==> src/rtl/range_finder_stats.sv <==
// Streaming min/max/range/count tracker between go and finish strobes.
// Results are registered and published with a one-cycle done pulse; protocol misuse sets a sticky error.
module range_finder_stats #(
   parameter int unsigned WIDTH     = 8,
   parameter int unsigned CNT_WIDTH = 16,
   parameter int unsigned SIGNED    = 0
) (
   input  logic                 clock,
   input  logic                 reset,
   input  logic [WIDTH-1:0]     data_in,
   input  logic                 go,
   input  logic                 finish,
   output logic [WIDTH-1:0]     range,
   output logic [WIDTH-1:0]     min_out,
   output logic [WIDTH-1:0]     max_out,
   output logic [CNT_WIDTH-1:0] count,
   output logic                 valid,
   output logic                 done,
   output logic                 busy,
   output logic                 debug_error
);

   typedef enum logic [1:0] {
      IDLE,
      RUN,
      ERROR
   } state_t;

   state_t               state, state_nxt;
   logic [WIDTH-1:0]     min_q, max_q;
   logic [WIDTH-1:0]     smp_min, smp_max;
   logic [CNT_WIDTH-1:0] cnt_q, cnt_inc;
   logic                 start;

   function automatic logic lt(input logic [WIDTH-1:0] a, input logic [WIDTH-1:0] b);
      if (SIGNED != 0) return $signed(a) < $signed(b);
      else             return a < b;
   endfunction

   always_comb begin
      state_nxt = state;
      case (state)
         IDLE: begin
            if (finish)  state_nxt = ERROR;
            else if (go) state_nxt = RUN;
         end
         RUN: begin
            if (finish) state_nxt = IDLE;
         end
         ERROR: begin
            if (go && !finish) state_nxt = RUN;
         end
         default: state_nxt = IDLE;
      endcase
   end

   always_comb begin
      start   = (state != RUN) && (state_nxt == RUN);
      smp_min = lt(data_in, min_q) ? data_in : min_q;
      smp_max = lt(max_q, data_in) ? data_in : max_q;
      cnt_inc = (&cnt_q) ? cnt_q : cnt_q + CNT_WIDTH'(1);
   end

   always_ff @(posedge clock) begin
      if (reset) state <= IDLE;
      else       state <= state_nxt;
   end

   assign busy = (state == RUN);

   always_ff @(posedge clock) begin
      if (reset) begin
         min_q       <= '0;
         max_q       <= '0;
         cnt_q       <= '0;
         range       <= '0;
         min_out     <= '0;
         max_out     <= '0;
         count       <= '0;
         valid       <= 1'b0;
         done        <= 1'b0;
         debug_error <= 1'b0;
      end else begin
         done <= 1'b0;
         if (start) begin
            min_q       <= data_in;
            max_q       <= data_in;
            cnt_q       <= CNT_WIDTH'(1);
            valid       <= 1'b0;
            debug_error <= 1'b0;
         end else if (state == IDLE && finish) begin
            debug_error <= 1'b1;
            valid       <= 1'b0;
         end else if (state == RUN) begin
            min_q <= smp_min;
            max_q <= smp_max;
            cnt_q <= cnt_inc;
            // Published values fold in the finish-cycle sample directly.
            if (finish) begin
               min_out <= smp_min;
               max_out <= smp_max;
               range   <= smp_max - smp_min;
               count   <= cnt_inc;
               valid   <= 1'b1;
               done    <= 1'b1;
            end
         end
      end
   end

endmodule

==> config.mk <==
export PLATFORM = sky130hd
export DESIGN_NAME = range_finder_stats
export DESIGN_NICKNAME = d
export VERILOG_FILES = /design/src/rtl/range_finder_stats.sv
export SDC_FILE = /design/constraint.sdc
export NUM_CORES = 1
export LEC_CHECK = 0
export ABC_AREA = 1
export CORE_AREA = 5 5 107 109
export CTS_CLUSTER_DIAMETER = 30
export CTS_CLUSTER_SIZE = 12
export DETAILED_ROUTE_END_ITERATION = 16
export DIE_AREA = 0 0 112 114
export PLACE_DENSITY = 0.67
export SLEW_MARGIN = 5
export SYNTH_ARGS = -nofsm -noshare
export SYNTH_HDL_FRONTEND = slang
export SYNTH_SLANG_ARGS = --single-unit
export TNS_END_PERCENT = 10
==> constraint.sdc <==
create_clock -name clock -period 5.4 [get_ports clock]
set_input_delay 1.08 -clock clock [delete_from_list [all_inputs] [get_ports clock]]
set_output_delay 1.08 -clock clock [all_outputs]
set_load 0.03 [all_outputs]
==> metrics list <==
- Number of hold violations in the final report: 0
* Post-synth net total: 578
* CORE AREA: 0.0105 mm2
- Total number of vias: 3728
- Asr flop ratio synth: 0%
- The clock arrives with 0.0115 ns of skew.
- Initial antenna violation count: 0
* Buffer cell driving the clock tree root: clkbuf_8
* Portion of the clock cycle consumed by the worst path in the final layout: 75.8%
- The flow ran to the end, and the final reports show no timing, DRC or antenna violations.
- Detailed Route WL: 10400 um
* Total routing resource utilization after global routing: 17.0%
- For this design the static power due to leakage is 2.14 nW.
- Gates resized during post-CTS repair numbered 0.
- TritonCTS built the clock tree.
* Crit start category: input port
- Diode count: 0
* Depth of the CTS H-tree: 3
* Count of flip-flops with a built-in enable after synthesis: 0
- Sequential area share after synthesis: 38.0%
- Mean Syn Cell Area: 7.48 um2
- The first global-routing pass estimated 17400 um of wire.
- Number of failing setup endpoints in the final timing report: 0
* Average detailed-routed wire length per instance: 14.1 um
- Along the worst path, the maximum fanout reaches 16.
- Layout Utilization: 46.6%
- The library cell used most frequently in the layout, excluding fill and tap cells, is nand2_1.
- Type of destination of the critical path: register
* Relative max-transition margin: 46.4%
* Number of buffers created by CTS: 9
- For this design, the CTS-stage hold fixing added 0 buffers.
* Clock net sink count: 77
- Detailed placement ended at an HPWL of 7640 um.
- Clock transition at path regs: 0.08 ns
* Clock period minus final worst setup slack: 4.09 ns
* Count of warnings emitted by yosys: 0
- The worst-case IR drop observed on VDD is 0.166 mV.
- The top cell types in the final layout, fill and taps aside, are nand2_1, dfxtp_1, inv_1.
* Dominant synthesized flop cell: dfxtp_1
* Number of distinct library cell variants in the gate-level netlist after synthesis: 40
- Summed over all failing endpoints, the final setup total negative slack is 0 ns.
- Area growth syn-to-layout: 20.5%
- Final Wtd Congestion: 0.881
- The clock passes through at most 2 buffers.
- Pwr Density: 271 mW/mm2
- I/O Pins: 56
- Share of post-route cells with drive strength above 1: 8.56%
- From left edge to right edge, the die measures 112 um.
- The floorplan has 38 rows.
* Port Buffers: 55
* Worst skew pair latency: 0.37 ns
- Global route total overflow: 0
- Across the run, the number of max-cap violations was 0.
- RSZ-0062 raised after global routing: false
* Final design area excluding fillers: 0.00489 mm2
- At the worst endpoint, the required time is 5.67 ns.
- Iter 0 DRT Violations: 180
* Final slew viol count: 0
- Dividing the detail-routed via count by the number of cells gives 5.07.
- At the worst endpoint, the arrival time is 4.36 ns.
* Highest clock frequency the design can meet: 244 MHz
* Y dimension of the die: 114 um
* Die area: 0.0128 mm2
* Number of setup buffers added after CTS: 0
- Measured slew at the worst slew-check pin: 0.802 ns
- Via count of the first global-routing pass: 3603
- By startpoint and endpoint, the worst setup path is classified as in -> reg.
- The synthesized design contains 77 register bits.
* PnR Total Power: 1.33 mW
- Remaining routing DRC violations: 0
- The count of nets left with antenna violations once routing finished came out at 0.
- The worst hold path belongs to the class reg -> reg.
* Initial Utilization: 38.7%
- Area after DPL: 0.00470 mm2
* Initial DRT Pass Iterations: 4
* Number of standard cells after synthesis: 543
- Worst slack on hold paths: 0.474 ns
- In the final design database the tool counted 626 nets.
* Maximum number of pins on one net before global-route repair: 35
- FILL cells: 1046
* Cell area after technology mapping: 0.00406 mm2
## flip-flops by register name, indices dropped and copies added, names as in the netlist
signal       count
debug_error      1
done             1
valid            1
max_out          8
state            2
min_q            8
count           16
cnt_q           16
range            8
max_q            8
min_out          8
## layout make-up
type	count	area [um2]	area share, %
Sequential cell	77	1540	31.5
Inverter	68	255	5.21
Tap cell	140	175	3.58
Clock buffer	11	131	2.68
Timing Repair Buffer	56	558	11.4
Clock inverter	5	60.1	1.23
Multi-Input combinational cell	379	2170	44.4
## stage by stage
| stage | setup WS [ns] | std cells |
|---|---|---|
| after floorplan | 1.91 | 543 |
| after global placement | 1.00 | 720 |
| after detailed placement | 0.940 | 720 |
| after CTS | 1.33 | 736 |
| after global routing | 1.04 | 736 |
| final | 1.31 | 736 |
## kinds of logic (layout without fill, tap and decap cells)
logic type      Yosys count  in the layout  synth area share (%)
compound gates          133            133                  19.7
xor+xnor                 14             14                  3.02
fa+ha+maj                23             23                  7.27
buf+inv                  87            140                  8.53
flops                    77             77                  38.0
simple gates            209            209                  23.6
## path summary, 6_finish.rpt
| path | startpoint | to | slack, ns | cells past startpoint |
|---|---|---|---|---|
| max | data_in[5] | range[6]$_SDFFE_PP0P_ | 1.31 | 19 |
| min | max_out[2]$_SDFFE_PP0P_ | max_out[2]$_SDFFE_PP0P_ | 0.47 | 2 |
| max reg2reg | state[0]$_SDFF_PP0_ | range[6]$_SDFFE_PP0P_ | 2.19 | 10 |
| min reg2reg | max_out[2]$_SDFFE_PP0P_ | max_out[2]$_SDFFE_PP0P_ | 0.47 | 2 |
## synth_stat cells (6+ instances only)
cell type	count	share of area, %
o21ai_0	42	5.2
xor2_1	10	2.2
inv_1	62	5.7
dfxtp_1	77	38
o21a_1	9	1.7
nor3_1	6	0.74
a21oi_1	31	3.8
o21ai_1	11	1.4
clkbuf_1	12	1.1
ha_1	22	6.8
nor2_1	27	2.5
o21bai_1	6	1.1
nand2_1	119	11
a31oi_1	11	1.7
nand3_1	36	4.4
o21ai_2	13	2.8
## layer usage
| metal | wire length, um | GRT usage, % | up-vias |
|---|---|---|---|
| met5 | 0 | 0 | - |
| met4 | 161 | 5.77 | 0 |
| met3 | 568 | 4.30 | 13 |
| met2 | 5020 | 29.4 | 80 |
| met1 | 4640 | 20.6 | 1735 |
| li1 | - | - | 1900 |
## critical path: stages
cell	delay, ns
clkdlybuf4s50_1	0.55
inv_1	0.10
ha_1	0.31
a21oi_1	0.13
nor2_1	0.06
nor3_2	0.19
nand2_2	0.26
o21ai_1	0.31
ha_1	0.19
inv_1	0.06
fa_1	0.40
nand3_1	0.08
nand2_1	0.08
a21oi_1	0.14
nor2_1	0.05
nor2_1	0.10
xnor2_1	0.07
o21ai_0	0.14
inv_1	0.05
## report_power, final
group,internal (mW),switching [mW]
Combinational,0.103,0.177
Sequential,0.590,0.0163
Clock,0.216,0.224
Total,0.909,0.417
(Power assumes the default switching activity.)
